[src/rtl/fetch_unit.sv]
// rtl/fetch_unit.sv - instruction-fetch front end: PC register, imem request/response handshake, decode handoff
module fetch_unit #(
    parameter logic [31:0] RESET_PC = 32'h0000_0000
) (
    input  logic        clk,
    input  logic        rst_n,
    input  logic [31:0] next_i,
    output logic [31:0] pc_o,
    output logic [31:0] instruction_o,
    output logic        inst_valid_o,
    input  logic        inst_ready_i,
    output logic        imem_req_o,
    output logic [31:0] imem_addr_o,
    input  logic        imem_ready_i,
    input  logic        imem_rvalid_i,
    input  logic [31:0] imem_rdata_i,
    output logic        fault_o,
    output logic [31:0] fetch_count_o
);

    localparam logic [2:0] S_IDLE  = 3'd0;
    localparam logic [2:0] S_REQ   = 3'd1;
    localparam logic [2:0] S_WAIT  = 3'd2;
    localparam logic [2:0] S_VALID = 3'd3;
    localparam logic [2:0] S_FAULT = 3'd4;

    logic [2:0]  state_q, state_d;
    logic [31:0] pc_q, pc_d;
    logic [31:0] instr_q, instr_d;
    logic [31:0] count_q, count_d;
    logic        consume;

    assign consume = (state_q == S_VALID) && inst_ready_i;

    always_comb begin
        state_d = state_q;
        pc_d    = pc_q;
        instr_d = instr_q;
        count_d = count_q;
        case (state_q)
            S_IDLE: begin
                state_d = (RESET_PC[1:0] != 2'b00) ? S_FAULT : S_REQ;
            end
            S_REQ: begin
                // rvalid only counts once the request has been accepted
                if (imem_ready_i) begin
                    if (imem_rvalid_i) begin
                        instr_d = imem_rdata_i;
                        state_d = S_VALID;
                    end else begin
                        state_d = S_WAIT;
                    end
                end
            end
            S_WAIT: begin
                if (imem_rvalid_i) begin
                    instr_d = imem_rdata_i;
                    state_d = S_VALID;
                end
            end
            S_VALID: begin
                if (consume) begin
                    // misaligned target is still loaded so it can be inspected
                    pc_d    = next_i;
                    count_d = count_q + 32'd1;
                    state_d = (next_i[1:0] == 2'b00) ? S_REQ : S_FAULT;
                end
            end
            S_FAULT: begin
                state_d = S_FAULT;
            end
            default: begin
                state_d = S_FAULT;
            end
        endcase
    end

    always_ff @(posedge clk or negedge rst_n) begin
        if (!rst_n) begin
            state_q <= S_IDLE;
            pc_q    <= RESET_PC;
            instr_q <= 32'h0000_0000;
            count_q <= 32'h0000_0000;
        end else begin
            state_q <= state_d;
            pc_q    <= pc_d;
            instr_q <= instr_d;
            count_q <= count_d;
        end
    end

    assign pc_o          = pc_q;
    assign imem_addr_o   = pc_q;
    assign instruction_o = instr_q;
    assign fetch_count_o = count_q;
    assign imem_req_o    = (state_q == S_REQ);
    assign inst_valid_o  = (state_q == S_VALID);
    assign fault_o       = (state_q == S_FAULT);

endmodule
[config.mk]
export PLATFORM = sky130hd
export DESIGN_NAME = fetch_unit
export DESIGN_NICKNAME = d
export VERILOG_FILES = /design/src/rtl/fetch_unit.sv
export SDC_FILE = /design/constraint.sdc
export NUM_CORES = 1
export LEC_CHECK = 0
export BUFFER_PORTS_ARGS = -buffer_cell sky130_fd_sc_hd__buf_2
export CAP_MARGIN = 20
export CORE_UTILIZATION = 25
export DETAILED_ROUTE_END_ITERATION = 16
export REMOVE_ABC_BUFFERS = 1
export SLEW_MARGIN = 20
export SYNTH_ARGS = -nofsm -noshare
export SYNTH_HDL_FRONTEND = slang
export SYNTH_SLANG_ARGS = --single-unit
export TNS_END_PERCENT = 50
[constraint.sdc]
create_clock -name clk -period 2.31 [get_ports clk]
set_clock_uncertainty 0.15 [all_clocks]
set_input_delay 0.462 -clock clk [delete_from_list [all_inputs] [get_ports clk]]
set_output_delay 0.462 -clock clk [all_outputs]
set_load 0.005 [all_outputs]
==> summary.md <==
| Metric | Value |
|---|---|
| Status | complete, no violations |
| Post-synthesis sequential area ratio | 0.5781 |
| Layout cells sized above 1 | 0.5760 |
| TritonCTS Sinks | 99 |
| Async S/R FF share, synth | 1.000 |
| Synthesized area | 4285 µm² |
| Fin worst setup slack | 0.4183 ns |
| Reg area | 2477 µm² |
| Post-synth EDFFs | 0 |
| Die W | 132.9 µm |
| Detail Placement HPWL | 7.072 mm |
| M2 GR Usage | 0.2030 |
| Commonest non-fill, non-tap cell in the layout | buf_2 |
| Die Height | 132.9 µm |
| Cells after Synth | 321 |
| Crit-path max FO | 7 |
| Drt wl/cell | 13.09 µm |
| Drt pass-1 iters | 4 |
| Skew-Pair Late Insertion Delay | 0.35 ns |
| Critical path capture point type | flop |
| Main synth FF type | dfrtp_1 |
| Vias per cell | 4.274 |
| CP max stage cell | nor4_1 |
| Total Wirelength | 9.425 mm |
| Ports | 200 |
| Num rows | 47 |
| Mux cell area share after synthesis | 0.1731 |
| Post-CTS setup buffer count | 0 |
| Post-DRT Antenna Nets | 0 |
| Slew headroom | 0.5512 |
| Pleak | 2.869 nW |
| Final setup vio count | 0 |
| Worst path cell trace | nand4_1, nor4_1, nand4_1, xnor2_1 |
| Worst IR Drop VDD | 0.4603 mV |
| Xor/xnor share of the synthesized area | 0.06336 |
| Commonest non-fill, non-tap cells in the layout | 198 x buf_2, 99 x dfrtp_1, 62 x mux2_2, 29 x xnor2_1, 15 x nand3_1 |
| Largest family of logic cells by synthesized area | multiplexers |
| Max-Cap Viols | 0 |
| Core Box Area | 16640 µm² |
| Overall Global Routing Usage | 0.1139 |
| Critical Path RT | 2.39 ns |
| Power Dens Cells | 1129 nW/µm² |
| DRC viols | 0 |
| Via count | 3077 |
| Worst-path clk slew | 0.07 ns |
| Largest net degree at the start of global routing | 56 |
| Min cycle time layout | 1.892 ns |
| Initial DRC Count | 93 |
| Worst-Margin Slew | 0.6670 ns |
| N_diodes | 0 |
| Worst setup SP type | flop |
| First-pass GRT wire length | 15.85 mm |
| Period Utilization, post-route | 0.8189 |
| Placement Setup Slack | 0.4289 ns |
| Root Driver | clkbuf_16 |
| Simple-gate share of the synthesized area | 0.09635 |
| Synth unique cells | 34 |
| Initial Util | 0.2575 |
| Biggest cell delay along the critical path | 0.60 ns |
| Final #Nets | 565 |
| Gr ovfl total | 0 |
| CP dominant cell by count | nand4_1 |
| Peak Freq | 0.5286 GHz |
| Adder-cell share of the synthesized area | 0.002920 |
| Synthesis Warnings | 0 |
| Post-DP Area | 5343 µm² |
| Syn_area_per_cell | 13.35 µm² |
| Die area | 17670 µm² |
| CTS tree | yes |
| Area grow syn2layout | 32.93% |
| Multi-input combinational cell area | 1483 µm² |
| # port buffers | 199 |
| Seq cells post-synth | 99 |
| Non-Filler Instances | 720 |
| Slew Limit Fails | 0 |
| Clk buf depth | 2 |
| Placed cells | 703 |
| Critical path class | flop to flop |
| Final hold violations | 0 |
| Routing usage on met3 | 0.01992 |
| Worst EP arrival | 1.97 ns |
| Vias in the first global route | 3185 |
| Hold slack | 0.1891 ns |
| Design area | 5697 µm² |
| Synth Area in Compound Gates | 0.01022 |
| Routability cong. | 0.7256 |
| Fillers | 1684 |
| Most Used Layer, Global Route | met2 |
| RSZ-0062 raised after global routing | no |
| CTS H-tree lvls | 3 |
| GRT met1 Usage | 0.1271 |
| Worst min-delay path class | input pin to flop |
| Initial antenna violation count | 0 |
| Total CTS buffers | 9 |
==> cell type report <==
type / count / share of cell area
multi-input cells: 174 / 0.2603
clock buffers: 12 / 0.04327
well taps: 220 / 0.04832
flip-flops and latches: 99 / 0.4349
repair buffers: 208 / 0.1942
clock inverters: 4 / 0.01713
inverters: 3 / 0.001977
==> worst paths after layout <==
path                                    from  slack [ns]                end  depth (start not counted)
setup / recovery           fetch_count_o[15]        0.42  fetch_count_o[29]                          4
hold / removal              imem_rdata_i[21]        0.19  instruction_o[21]                          2
setup reg to reg           fetch_count_o[15]        0.42  fetch_count_o[29]                          4
hold reg to reg             instruction_o[4]        0.33   instruction_o[4]                          1
max in group asynchronous              rst_n        0.89    imem_addr_o[22]                          3
min in group asynchronous              rst_n        0.47  instruction_o[18]                          2
==> repair_timing <==
| action | CTS | global route |
|---|---|---|
| endpoints found under the hold margin | 30 | 0 |
| hold buffers | 1 | 0 |
| resized for setup | 0 | 0 |
==> logic make-up (layout without fill, tap and decap cells) <==
logic type / after synthesis / in the layout
compound gates: 7 / 7
xor+xnor: 31 / 31
fa+ha+maj: 1 / 1
buf+inv: 48 / 227
flops: 99 / 99
mux: 66 / 66
simple gates: 69 / 69
==> cell usage after synthesis (2+ instances only) <==
cell      count  share of area
nor4_2        2         0.0058
mux2_2       62           0.16
nand4_1      11          0.016
nand2_1      12          0.011
buf_4        33          0.058
buf_2        11          0.013
mux2_1        3         0.0079
inv_1         3         0.0026
nand3_1      15          0.018
nand2b_1      2         0.0029
nor2_1        8         0.0070
xnor2_1      29          0.059
nor3_1        2         0.0023
dfrtp_1      99           0.58
o21ai_0       3         0.0035
and3_1        5         0.0073
xor2_1        2         0.0041
nand4b_1      3         0.0061
==> stage by stage <==
step / util / power, mW / setup TNS [ns]
floorplan: - / 3.558 / -27.35
global placement: 0.3210 / 4.700 / 0
detailed placement: 0.3210 / 4.771 / 0
CTS: 0.3423 / 6.559 / 0
global route: 0.3423 / 6.862 / 0
finish: 0.3423 / 6.429 / 0
==> critical path: cells and delay by family, from the launching register on <==
kind	cells	cell delay, ns
xor+xnor	1	0.17
flops	1	0.47
simple gates	3	0.99
==> power breakdown <==
part	internal (mW)	switching, mW
Combinational	1.18	0.743
Clock	1.09	0.646
Sequential	2.35	0.421
Total	4.62	1.81
==> state kept, by name, indices dropped and copies added (netlist names) <==
| signal | count |
|---|---|
| fetch_count_o | 32 |
| instruction_o | 32 |
| state_q | 3 |
| imem_addr_o | 32 |
==> metal layers <==
metal | vias up | part of all wire | routed length (µm)
li1 | 1420 | - | -
met1 | 1528 | 0.40 | 3780
met2 | 114 | 0.52 | 4947
met3 | 15 | 0.049 | 460
met4 | 0 | 0.025 | 236
met5 | - | 0 | 0
(Power assumes the default switching activity.)
